`src/rtl/uart_hex_tx.sv`:
```
// 8N1 UART transmitter that sends a 32-bit word as 8 uppercase ASCII hex characters,
// MSB nibble first, optionally followed by CR LF.
module uart_hex_tx #(
  parameter int CLK_HZ    = 100_000_000,
  parameter int BAUD      = 115200,
  parameter bit SEND_CRLF = 1'b1
) (
  input  logic        clk,
  input  logic        reset,
  input  logic        start,
  input  logic [31:0] word,
  output logic        busy,
  output logic        done,
  output logic        txd
);

  localparam int DIV = CLK_HZ / BAUD;
  localparam int CW  = $clog2(DIV);
  localparam logic [CW-1:0] BAUD_LAST = CW'(DIV - 1);
  localparam logic [3:0]    LAST_CHAR = SEND_CRLF ? 4'd9 : 4'd7;

  typedef enum logic [1:0] {IDLE, START, DATA, STOP} state_t;

  state_t        state_q, state_d;
  logic [31:0]   shift_q, shift_d;
  logic [3:0]    char_q, char_d;
  logic [2:0]    bit_q, bit_d;
  logic [CW-1:0] baud_q, baud_d;
  logic          txd_d, busy_d, done_d;
  logic          baud_end;
  logic [7:0]    char_byte;

  // Character code for index idx; digits come from the top nibble of the shift register.
  function automatic logic [7:0] char_code(input logic [3:0] idx, input logic [3:0] nib);
    if (idx == 4'd8) return 8'h0D;
    if (idx == 4'd9) return 8'h0A;
    return (nib < 4'd10) ? 8'h30 + {4'h0, nib} : 8'h37 + {4'h0, nib};
  endfunction

  always_ff @(posedge clk) begin
    if (reset) begin
      state_q <= IDLE;
      shift_q <= '0;
      char_q  <= '0;
      bit_q   <= '0;
      baud_q  <= '0;
      txd     <= 1'b1;
      busy    <= 1'b0;
      done    <= 1'b0;
    end else begin
      state_q <= state_d;
      shift_q <= shift_d;
      char_q  <= char_d;
      bit_q   <= bit_d;
      baud_q  <= baud_d;
      txd     <= txd_d;
      busy    <= busy_d;
      done    <= done_d;
    end
  end

  assign baud_end = (baud_q == BAUD_LAST);

  always_comb begin
    state_d = state_q;
    shift_d = shift_q;
    char_d  = char_q;
    bit_d   = bit_q;
    baud_d  = baud_q;
    case (state_q)
      IDLE: if (start) begin
        state_d = START;
        shift_d = word;
        char_d  = '0;
        bit_d   = '0;
        baud_d  = '0;
      end
      START: if (baud_end) begin
        baud_d  = '0;
        bit_d   = '0;
        state_d = DATA;
      end else baud_d = baud_q + 1'b1;
      DATA: if (baud_end) begin
        baud_d = '0;
        if (bit_q == 3'd7) begin
          bit_d   = '0;
          state_d = STOP;
        end else bit_d = bit_q + 3'd1;
      end else baud_d = baud_q + 1'b1;
      STOP: if (baud_end) begin
        baud_d = '0;
        if (char_q == LAST_CHAR) begin
          char_d  = '0;
          state_d = IDLE;
        end else begin
          // Next character: stop bit runs straight into the next start bit.
          char_d  = char_q + 4'd1;
          shift_d = shift_q << 4;
          state_d = START;
        end
      end else baud_d = baud_q + 1'b1;
      default: state_d = IDLE;
    endcase
  end

  // Outputs are decoded from next-state values so they land in registers with the state.
  always_comb begin
    char_byte = char_code(char_d, shift_d[31:28]);
    case (state_d)
      START:   txd_d = 1'b0;
      DATA:    txd_d = char_byte[bit_d];
      default: txd_d = 1'b1;
    endcase
    busy_d = (state_d != IDLE);
    done_d = (state_q == STOP) && baud_end && (char_q == LAST_CHAR);
  end

endmodule
```
`config.mk`:
```
export PLATFORM = sky130hd
export DESIGN_NAME = uart_hex_tx
export DESIGN_NICKNAME = d
export VERILOG_FILES = /design/src/rtl/uart_hex_tx.sv
export SDC_FILE = /design/constraint.sdc
export NUM_CORES = 1
export LEC_CHECK = 0
export BUFFER_PORTS_ARGS = -buffer_cell sky130_fd_sc_hd__buf_2
export CAP_MARGIN = 10
export CORE_UTILIZATION = 60
export DETAILED_ROUTE_END_ITERATION = 7
export GPL_TIMING_DRIVEN = 0
export PLACE_DENSITY = 0.83
export SYNTH_ARGS = -nofsm -noshare
export SYNTH_HDL_FRONTEND = slang
export SYNTH_SLANG_ARGS = --single-unit
```
`constraint.sdc`:
```
create_clock -name clk -period 5.6 [get_ports clk]
set_clock_uncertainty 0.15 [all_clocks]
set_input_delay 0 -clock clk [delete_from_list [all_inputs] [get_ports clk]]
set_output_delay 0 -clock clk [all_outputs]
set_load 0.05 [all_outputs]
```
* Word-level counts from Yosys, hierarchy flattened
Index checks and enable logic that the tools add are counted.
** Storage, ports and cells
- Bits of input ports :: 35
- Logic and storage cells :: 70
- Output and inout port bits :: 3
- Register bits :: 54
** Operators by class
- Add/subtract/negate cells :: 5
- Reductions and logical operators :: 7
- Order comparisons :: 2
- Equal/unequal tests :: 13
- Mux-type cells :: 34
** Operators with widths (number)
- $mux W32 :: 3
- $pmux W32 S2 :: 1
- $mux W8 :: 4
- $mux W10 :: 2
- $pmux W10 S2 :: 1
- $add A6 B4 Y7 const A :: 2
- $eq A4 B4 Y1 const B :: 3
- $mux W3 :: 4
- $mux W4 :: 3
- $add A10 B1 Y10 const B :: 1
- $eq A10 B10 Y1 const B :: 1
- $mux W2 :: 5
- $pmux W3 S3 :: 1
- $pmux W2 S4 :: 1
- $pmux W4 S2 :: 1
- $mux W7 :: 1
- $eq A2 B2 Y1 const B :: 3
- $ne A2 B2 Y1 const B :: 3
- $mux W1 :: 5
- $add A4 B1 Y4 const B :: 1
- $eq A2 B1 Y1 const B :: 2
- $lt A3 B4 Y1 const B :: 1
- $lt A4 B4 Y1 const B :: 1
- $reduce_and A4 Y1 :: 1
- other kinds (8) :: 10

* Logic depth before layout (Yosys ltp)
Gate-level depths: netlist (run 1).
- Depth after elaboration :: 12
- Depth in mapped cells :: 13
- Depth with buffers taken out :: 11

* Least setup slack after synthesis (run 1)
OpenSTA, ideal clock, no wires.
- Path kind :: reg-to-reg
- Start :: register state_q[0]
- End :: register txd
- Setup slack :: 2280 ps
- Library setup time :: 64 ps
- Stages on the path, launching flop included :: 11
- Buffers on the path :: 1
- Arrival time :: 3106 ps
- Period minus slack after synthesis :: 3320 ps
- Cell sequence :: dfxtp_1 -> inv_1 -> ha_1 -> clkbuf_1 -> or4b_2 -> and3_1 -> ha_1 -> and2_1 -> o311a_1 -> or4_1 -> nand4_1
** On the way
- Cells in the longest elaborated chain, start to end :: 10
** RTL lines
- start: declaration :: RTL line 24 : state_t state_q, state_d;
- start signal: assignment :: RTL line 51 : state_q <= state_d;
- parallel branches: the longest is 9 deep, another holds $add A6 B4 Y7
- $pmux W1 S2 * :: RTL line 109 : case (state_d)
- end signal: assignment :: RTL line 56 : txd <= txd_d;
- end: declaration :: RTL line 14 : output logic txd
Every way passes the cells marked *. The select of a mux whose other input is x is not followed.
A chain may end at the register's enable or synchronous reset.

* Worst setup path after layout (run 1)
Ends and elaborated chain as after synthesis.

==> parameters.txt, run 1 <==
Parameter                              Value

Clock tree
  Deepest level of the CTS H-tree    2
  Clock root cell    clkbuf_8
  Sinks on Clock Net    54
  Max Buffers Root-to-Sink    2
  Worst skew pair latency    0.31 ns
  CTS tree    done
  Clock-pin slew on the worst setup and hold paths    0.10 ns
  Post-cts resize count    0
  TritonCTS buffer count    5

Global routing
  Maximum number of pins on one net before global-route repair    17
  Total Routing Usage GR    33.5%
  Total grt overflow    0
  First-pass GRT wire length    13,000 um
  Via count of the first global-routing pass    2,795
  Initial antenna violation count    0

Timing
  Number of max-slew violations in the final report    0
  Worst relative slew slack    36.4%
  Slew @ Worst Pin    0.951 ns
  Total negative slack    0 ns
  Setup repair after global routing missed its margin    false
  Post-route clock period utilization    65.0%
  Maximum clock rate    275 MHz
  Setup-failing EPs final    0
  Min Clock Period, post-route    3.64 ns
  Worst setup slack after layout    1.96 ns
  Count of final hold-check violations    0

Logic synthesis
  Unique masters post-synth    62
  Adder and majority gate portion of the synthesized area    4.09%
  Sequential area share after synthesis    39.3%
  Combinational family with the most area after synthesis    compound AO/OA/AOI/OAI gates
  Number of flops mapped to enable cells by yosys    0
  Count of warnings emitted by yosys    0
  Seq cells post-synth    54
  Total standard cell area after synthesis    2750 um2
  Simple-Gate Fraction of Synth Area    25.0%
  Async SR Flop Fraction    0%
  Synthesized Nets    362
  Post-Synth XOR/XNOR Area    0.318%
  Share of cell area taken by muxes after synthesis    1.32%
  Synthesized netlist cell count    318
  Area fraction in compound gates after synthesis    25.9%
  Post-Synthesis Mean Instance Area    8.66 um2
  Synth Flop Type    dfxtp_1

Place
  Placer congestion estimate    0.875
  Placement-stage worst setup slack    2.00 ns
  Placed Instance Area    3000 um2
  DP Cell Count    406
  Count of buffers from port buffering    36
  Half-perimeter wire length after placement    4760 um

Drt
  Detailed Route WL    7790 um
  Post-DRT Antenna Nets    0
  First-pass iteration count of the detailed router    7
  Average detailed-routed wire length per instance    17.5 um
  Via count of the routed design    2,897
  Via density per instance    6.50
  Number of DRC markers after the initial detailed-route iteration    327
  Drc violations    0

Pwr
  Worst vdd rail ir drop    0.216 mV
  Post-route total power    0.833 mW
  P per Cell Area    242 nW/um2
  Reported leakage power    1.37 nW

Critical path
  Worst Path Buf+Inv    2
  Data required time of the critical path    5.71 ns
  CP arrival    3.75 ns
  Worst reg-to-reg path cell count    10
  List of cells traversed by the critical path    inv_1 > ha_1 > clkbuf_1 > or4b_2 > and3_1 > ha_1 > and2_1 > o311a_1 > or4_1 > nand4_1
  Crit end category    flop
  Setup CP Type    flop to flop
  Cell seen most often among critical-path stages    ha_1
  Delay of the slowest cell on the worst path    0.70 ns
  Cell family with the largest share of critical-path delay    simple AND/OR/NAND/NOR gates
  R2r setup slk    1.96 ns
  Slowest cell on the critical path    or4b_2
  Critical R2R Launch    state_q[0]
  End of the worst register-to-register path    txd
  Crit Path Max Fanout    10
  Type of origin of the critical path    flop

Finish
  Non-Filler Instances    446
  Area delta synth->final    24.8%
  Most common cell after layout, fill and taps aside    nor2_1
  Area taken by multi-input logic gates    1560 um2
  Top library cells by usage in the layout, fill and taps aside    62 x nor2_1, 54 x dfxtp_1, 42 x buf_2
  Non-Filler Cell Area, Final    3440 um2
  Share of layout cells above drive strength 1    16.0%
  Fill cell instance count of the final layout    280
  Number of diodes added for antenna fixing    0
  Register Area    1080 um2
  Final #Nets    438

Outcome
  Status    finished clean

Floorplan
  IO Count    38
  Die X-Extent    69.8 um
  Placeable core region    4380 um2
  Standard-cell row count    24
  Overall die height    69.8 um
  Die area    4870 um2
  Initial core utilization    62.8%

Min path
  Hold-critical path depth    5
  Hold path startpoint    word[28]
  Worst hold-check path type    input port to flop
  Hold Path End    shift_q[28]

Flow run
  Max-cap violations    0
through the flow:
step | util [%] | hold slack [ns]
after detailed placement | 68.4 | 0.0995
after CTS | 78.4 | 0.226
after global routing | 78.4 | 0.279
final | 78.4 | 0.257
after global placement | 68.4 | 0.0847
after floorplan | - | -0.00170
state kept, by name (all words and copies together), names as in the netlist:
| name | count |
|---|---|
| busy | 1 |
| shift_q | 32 |
| txd | 1 |
| bit_q | 3 |
| state_q | 2 |
| char_q | 4 |
| done | 1 |
| baud_q | 10 |
where the power goes:
part	switching (mW)	internal, mW
sequential	0.0121	0.402
clock	0.130	0.132
combinational	0.0898	0.0676
total	0.232	0.601
final cells by class:
| class | instances | area share, % |
|---|---|---|
| flip-flops and latches | 54 | 31.5 |
| well taps | 52 | 1.89 |
| clock buffers | 5 | 2.00 |
| inverters | 5 | 0.546 |
| repair buffers | 69 | 14.9 |
| clock inverters | 2 | 1.13 |
| multi-input cells | 237 | 45.4 |
| plain buffers | 22 | 2.73 |
metal layers:
metal | vias to the layer above | track usage [%] | wire length [um]
met5 | - | 0 | 0
li1 | 1363 | - | -
met2 | 130 | 55.4 | 3820
met3 | 29 | 6.25 | 571
met1 | 1375 | 41.8 | 3120
met4 | 0 | 16.7 | 278
cell usage after synthesis (2+ instances only):
cell type | count | area, um2
clkbuf_1 | 15 | 56.3
a211o_1 | 2 | 17.5
or2_2 | 2 | 12.5
a222oi_1 | 25 | 250
ha_1 | 9 | 113
a31o_2 | 3 | 26.3
nor2_1 | 62 | 233
a311oi_1 | 3 | 26.3
a21o_1 | 2 | 15.0
dfxtp_1 | 54 | 1080
and3_1 | 8 | 50.1
nand4_1 | 3 | 18.8
a31oi_1 | 3 | 18.8
o21ai_0 | 9 | 45.0
nor3_1 | 5 | 25.0
a22oi_1 | 7 | 52.6
and2_1 | 3 | 18.8
nand3_1 | 8 | 40.0
inv_1 | 4 | 15.0
nand2b_1 | 3 | 18.8
buf_2 | 6 | 30.0
nor4_1 | 2 | 12.5
a211oi_1 | 2 | 15.0
nand2_1 | 20 | 75.1
a221oi_1 | 2 | 17.5
a21oi_1 | 14 | 70.1
nor2b_1 | 7 | 43.8
cells by family (layout without fill, tap and decap cells):
| logic type | count (synthesis) | in the layout |
|---|---|---|
| xor gates and xnor gates | 1 | 1 |
| DFF | 54 | 54 |
| and+or+nand+nor | 135 | 135 |
| AOI/OAI and AO/OA | 89 | 89 |
| buffers and inverters | 27 | 103 |
| muxes | 3 | 3 |
| adders and majority gates | 9 | 9 |
what timing repair did:
action,4_1_cts,5_1_grt
hold buffers,33,0
buffers inserted,0,0
hold endpoints to repair,35,0
worst max path at each step:
stage / endpoint / cells after the start / slack, ns / from
floorplan: txd / 10 / 2.28 / state_q[0]
global placement: txd / 10 / 2.06 / state_q[0]
detailed placement: txd / 13 / 2.00 / state_q[0]
CTS: txd / 13 / 1.96 / state_q[0]
global route: txd / 13 / 1.76 / state_q[0]
finish: txd / 10 / 1.96 / state_q[0]
tightest hold or removal path, stage by stage:
cell     delay [ns]
buf_2          0.08
nor3b_1        0.23
a21oi_1        0.08
and3_1         0.20
nor2_1         0.09
No activity file was read; power rests on OpenSTA's default activity.
==> inputs of run 2 (changes only) <==
CORE_UTILIZATION = 51   (was 60)
PLACE_DENSITY = 0.75   (was 0.83)
clock period = 3 ns   (was 5.6 ns; I/O delays follow)
==> run 2 against run 1 <==
  * Via count grew 1.8%
  * Global-route usage shrank 5.9 points
  * Non-clock buffer count grew 27
  * Worst setup slack lost 1.9 ns
  * Clock-buffer cell count grew 1
  * Critical path type unchanged
  * Highest routed layer unchanged
==> parameters.txt, run 2 (same netlist as run 1, synthesis figures left out) <==
Parameter                              Value

Outcome
  Status    finished clean

Clock tree
  Clock-pin slew on the worst setup and hold paths    0.10 ns (about the same)
  Clock root cell    clkbuf_8
  Worst skew pair latency    0.31 ns (about the same)
  Sinks on Clock Net    54 (unchanged)
  CTS tree    done
  TritonCTS buffer count    5 (unchanged)
  Deepest level of the CTS H-tree    2 (unchanged)
  Max Buffers Root-to-Sink    2 (unchanged)

Pwr
  P per Cell Area    422 nW/um2 (+74%)
  Worst vdd rail ir drop    0.317 mV (+47%)
  Reported leakage power    1.53 nW (+11%)
  Post-route total power    1.60 mW (+92%)

Drt
  Average detailed-routed wire length per instance    16.4 um (-6.3%)
  First-pass iteration count of the detailed router    6 (-1)
  Drc violations    0 (unchanged)
  Via density per instance    5.99 (-7.8%)
  Post-DRT Antenna Nets    0 (unchanged)
  Number of DRC markers after the initial detailed-route iteration    334 (+2.1%)
  Via count of the routed design    2,948 (+1.8%)
  Detailed Route WL    8050 um (+3.3%)

Timing
  Post-route clock period utilization    97.6% (+33 points)
  Worst relative slew slack    47.3% (+11 points)
  Slew @ Worst Pin    0.786 ns (-0.166 ns)
  Maximum clock rate    342 MHz (+24%)
  Min Clock Period, post-route    2.93 ns (-0.711 ns)
  Number of max-slew violations in the final report    0 (unchanged)
  Count of final hold-check violations    0 (unchanged)
  Setup-failing EPs final    0 (unchanged)

Floorplan
  IO Count    38 (unchanged)
  Initial core utilization    53.6% (-9.2 points)
  Die X-Extent    75.5 um (+8.2%)
  Overall die height    75.5 um (+8.2%)
  Placeable core region    5140 um2 (+17%)
  Standard-cell row count    26 (+8.3%)
  Die area    5700 um2 (+17%)

Place
  Placer congestion estimate    0.847 (-3.2%)
  Count of buffers from port buffering    36 (unchanged)
  Half-perimeter wire length after placement    4760 um (about the same)

Finish
  Register with the most flip-flops    shift_q
  Register Area    1100 um2 (+2.1%)
  Number of diodes added for antenna fixing    0 (unchanged)
  Top library cells by usage in the layout, fill and taps aside    62 x nor2_1, 44 x dfxtp_1, 39 x buf_2
  Registers with the most flip-flops    shift_q (32), baud_q (10), char_q (4)
  Area taken by multi-input logic gates    1620 um2 (+3.8%)
  Fill cell instance count of the final layout    402 (+44%)
  Share of layout cells above drive strength 1    26.8% (+11 points)
  Core occupancy in the finished layout    73.6% (-4.8 points)
  Final #Nets    465 (+6.2%)
  Area delta synth->final    37.3%
  Most common cell after layout, fill and taps aside    nor2_1
  Max reg flops    32 (unchanged)

Critical path
  Type of origin of the critical path    flop
  CP arrival    3.04 ns (-0.71 ns)
  Crit Path Max Fanout    6 (-4)
  Crit end category    flop
  Data required time of the critical path    3.11 ns (-2.60 ns)
  Setup CP Type    flop to flop

Global routing
  Maximum number of pins on one net before global-route repair    17 (unchanged)
  Initial antenna violation count    0 (unchanged)
  First-pass GRT wire length    12,000 um (-7.5%)
  Via count of the first global-routing pass    2,639 (-5.6%)
  Total grt overflow    0 (unchanged)
  Total Routing Usage GR    27.6% (-5.9 points)

Min path
  Worst hold-check path type    input port to flop

Flow run
  Max-cap violations    0 (unchanged)
run 2: cell types whose count changed in the layout (fill, tap and decap cells not counted), sizes merged:
cell,previous run,this run
clkbuf,20,21
buf,43,70
clkinv,2,1
inv,4,5
run 2: through the flow:
step                      setup TNS, ns  hold WS (ns)  worst slack [ns]  cell area (um2)  cells
final                                 0         0.221            0.0727             3780    492
after global routing            -0.0254         0.282           -0.0254             3780    492
after CTS                             0         0.207          0.000649             3620    477
after detailed placement         -0.275        0.0930            -0.275             3060    424
after global placement           -0.240        0.0864            -0.240             3060    424
after floorplan                       0      -0.00170           0.00576             2800    318
run 2: power by group:
| group | switching, mW | leakage, nW | internal, mW |
|---|---|---|---|
| clock | 0.243 | 0.0557 | 0.250 |
| sequential | 0.0208 | 0.446 | 0.748 |
| combinational | 0.175 | 1.02 | 0.161 |
| total | 0.439 | 1.53 | 1.16 |
run 2: worst max-delay path, stage by stage (launching register included):
cell	delay (ns)
dfxtp_2	0.38
inv_2	0.07
ha_4	0.15
nand2b_1	0.08
buf_6	0.10
nand2b_1	0.06
buf_6	0.13
a21o_1	0.17
a221oi_4	0.34
ha_4	0.25
and2_1	0.13
o311a_1	0.32
or4_1	0.46
nand4_1	0.10
run 2: layer usage:
metal  part of all wire (%)  GRT usage (%)  vias up
met5                      0              0        -
met4                    1.6           7.61        0
met3                    4.3           4.23       12
met2                     52           49.2       85
met1                     42           34.7     1436
li1                       -              -     1415
run 2: cell type report:
cell class                 instances  share of cell area (%)
inverter                           5                   0.629
multi-input combinational        237                    42.8
tap                               70                    2.32
clock inverter                     2                   0.959
clock buffer                       6                    1.92
sequential                        54                    29.2
buffer                            22                    3.34
timing repair buffer              96                    18.9
run 2: repair_timing:
item | CTS | global route
gates resized for setup | 11 | 14
hold endpoints to repair | 35 | 0
pin swaps | 3 | 5
hold buffers | 33 | 0
setup buffers | 12 | 15
endpoints found under the setup margin | 1 | 21
run 2: worst paths after layout:
check                                    to  slack (ns)  startpoint  cells after the start
worst min-delay path            shift_q[28]        0.22    word[28]                      6
worst min register to register    baud_q[8]        0.32   baud_q[8]                      1
worst max register to register          txd        0.07  state_q[1]                     13
worst max-delay path                    txd        0.07  state_q[1]                     13
==> inputs of run 3 (changes only) <==
CAP_MARGIN = default   (was 10)
CELL_PAD_IN_SITES_DETAIL_PLACEMENT = 1   (was default)
CELL_PAD_IN_SITES_GLOBAL_PLACEMENT = 1   (was default)
CORE_UTILIZATION = 39   (was 51)
PLACE_DENSITY = default   (was 0.75)
PLACE_DENSITY_LB_ADDON = 0.1   (was default)
SKIP_CTS_REPAIR_TIMING = 1   (was default)
==> run 3 against run 2 <==
  * The run now ends with hold timing, setup timing left
  * Die area increased by 30%
  * Sequential share of layout area is 0.32 points higher
  * Non-clock buffer count shrank 12
  * Global-route usage fell by 5.4 points
  * Routed wire length up 9.6%
==> parameters.txt, run 3 (same netlist as run 1, synthesis figures left out) <==
Parameter                              Value

Clock tree
  TritonCTS buffer count    5 (unchanged)
  Worst skew pair latency    0.32 ns (about the same)
  Max Buffers Root-to-Sink    2 (unchanged)
  Clock root cell    clkbuf_8
  CTS tree    done
  Sinks on Clock Net    54 (unchanged)
  Deepest level of the CTS H-tree    2 (unchanged)
  Clock-pin slew on the worst setup and hold paths    0.11 ns (about the same)

Drt
  Number of DRC markers after the initial detailed-route iteration    166 (-50%)
  Via density per instance    5.74 (-4.2%)
  Average detailed-routed wire length per instance    17.4 um (+6.6%)
  Detailed Route WL    8820 um (+9.6%)
  Via count of the routed design    2,905 (-1.5%)
  Post-DRT Antenna Nets    0 (unchanged)
  First-pass iteration count of the detailed router    7 (+1)
  Drc violations    0 (unchanged)

Flow run
  Max-cap violations    0 (unchanged)

Finish
  Number of diodes added for antenna fixing    0 (unchanged)
  Share of layout cells above drive strength 1    25.9% (-0.92 points)
  Max reg flops    32 (unchanged)
  Registers with the most flip-flops    shift_q (32), baud_q (10), char_q (4)
  Non-Filler Cell Area, Final    3730 um2 (-1.3%)
  Register with the most flip-flops    shift_q
  Most common cell after layout, fill and taps aside    nor2_1
  Final #Nets    453 (-2.6%)
  Area taken by multi-input logic gates    1630 um2 (+0.39%)
  Area delta synth->final    35.5%
  Fill cell instance count of the final layout    814 (+100%)
  Top library cells by usage in the layout, fill and taps aside    62 x nor2_1, 44 x dfxtp_1, 40 x buf_2
  Register Area    1100 um2 (-0.23%)

Place
  Half-perimeter wire length after placement    5740 um (+21%)
  Placer congestion estimate    0.763 (-9.9%)
  Placed Instance Area    3100 um2 (+1.1%)
  Count of buffers from port buffering    36 (unchanged)

Timing
  Maximum clock rate    320 MHz (-6.4%)
  Worst setup slack after layout    -0.127 ns (-0.199 ns)
  Hold Worst Slack    -0.0419 ns (-0.263 ns)
  Number of max-slew violations in the final report    0 (unchanged)
  Total negative slack    -0.127 ns (-0.127 ns)
  Slew @ Worst Pin    0.736 ns (-0.0499 ns)
  Setup repair after global routing missed its margin    true
  Setup-failing EPs final    1 (+1)
  Worst relative slew slack    50.5% (+3.3 points)
  Min Clock Period, post-route    3.13 ns (+0.199 ns)
  Post-route clock period utilization    104% (+6.6 points)
  Count of final hold-check violations    1 (+1)

Critical path
  Data required time of the critical path    3.10 ns (about the same)
  Critical R2R Launch    baud_q[3]
  R2r setup slk    -0.13 ns (-0.20 ns)
  Worst Path Buf+Inv    0 (-3)
  Delay of the slowest cell on the worst path    0.54 ns (+0.08 ns)
  List of cells traversed by the critical path    and4bb_2 > nand4_4 > or4b_4 > and3_4 > ha_4 > and2_4 > o311a_1 > or4_4 > nand4_1
  Worst reg-to-reg path cell count    9 (-4)
  Type of origin of the critical path    flop
  End of the worst register-to-register path    txd
  Slowest cell on the critical path    or4b_4
  Setup CP Type    flop to flop
  Crit Path Max Fanout    7 (+1)
  Cell family with the largest share of critical-path delay    simple AND/OR/NAND/NOR gates
  Crit end category    flop
  CP arrival    3.23 ns (+0.19 ns)

Min path
  Worst hold-check path type    input port to flop
  Hold-critical path depth    4 (-2)
  Hold path startpoint    start
  Hold Path End    baud_q[0]

Global routing
  First-pass GRT wire length    13,100 um (+8.6%)
  Maximum number of pins on one net before global-route repair    18 (+1)
  Total grt overflow    0 (unchanged)
  Total Routing Usage GR    22.2% (-5.4 points)
  Initial antenna violation count    0 (unchanged)
  Via count of the first global-routing pass    2,622 (-0.64%)

Outcome
  Status    complete, but fails checks
  Violations in the final reports    hold timing, setup timing

Pwr
  Reported leakage power    1.48 nW (-3.2%)
  Worst vdd rail ir drop    0.234 mV (-26%)
  P per Cell Area    440 nW/um2 (+4.1%)

Floorplan
  Initial core utilization    40.5% (-13 points)
  IO Count    38 (unchanged)
  Die X-Extent    86.0 um (+14%)
  Die area    7400 um2 (+30%)
  Placeable core region    6790 um2 (+32%)
  Standard-cell row count    30 (+15%)
  Overall die height    86.0 um (+14%)
## run 3: final cells by class
cell class,instances,share of cell area [%]
multi-input combinational,237,43.5
sequential,54,29.5
buffer,22,3.25
inverter,5,0.670
clock inverter,2,1.04
clock buffer,6,2.21
tap,96,3.22
timing repair buffer,84,16.6
## run 3: worst register-to-register path, cell delays in order, from the launching register on
cell,delay (ns)
dfxtp_4,0.38
and4bb_2,0.37
nand4_4,0.17
or4b_4,0.54
and3_4,0.20
ha_4,0.21
and2_4,0.12
o311a_1,0.31
or4_4,0.51
nand4_1,0.11
## run 3: routing by layer
layer	part of all wire (%)	vias to the layer above	GRT usage (%)
met4	1.7	0	5.91
met2	49	45	35.9
li1	-	1392	-
met5	0	-	0
met3	2.5	11	2.60
met1	47	1457	31.2
## run 3: how the worst max path moves through the flow
stage / slack (ns) / cells past startpoint / startpoint / to
after CTS: -0.41 / 13 / state_q[0] / txd
after detailed placement: -0.36 / 13 / state_q[0] / txd
final: -0.13 / 9 / baud_q[3] / txd
after global placement: -0.30 / 13 / state_q[0] / txd
after global routing: -0.22 / 9 / baud_q[3] / txd
after floorplan: 0.006 / 13 / state_q[0] / txd
## run 3: power breakdown
part / internal (mW) / switching [mW] / total, mW
sequential: 0.749 / 0.0232 / 0.773
combinational: 0.156 / 0.176 / 0.331
clock: 0.275 / 0.262 / 0.537
total: 1.18 / 0.461 / 1.64
## run 3: per-stage QoR
| stage | setup slack, ns | utilization (%) | power [mW] | cells |
|---|---|---|---|---|
| floorplan | 0.00576 | - | 0.966 | 318 |
| global placement | -0.301 | 45.6 | 1.04 | 450 |
| detailed placement | -0.364 | 45.6 | 1.05 | 450 |
| CTS | -0.405 | 47.4 | 1.58 | 458 |
| global route | -0.216 | 54.9 | 1.72 | 506 |
| finish | -0.127 | 54.9 | 1.64 | 506 |
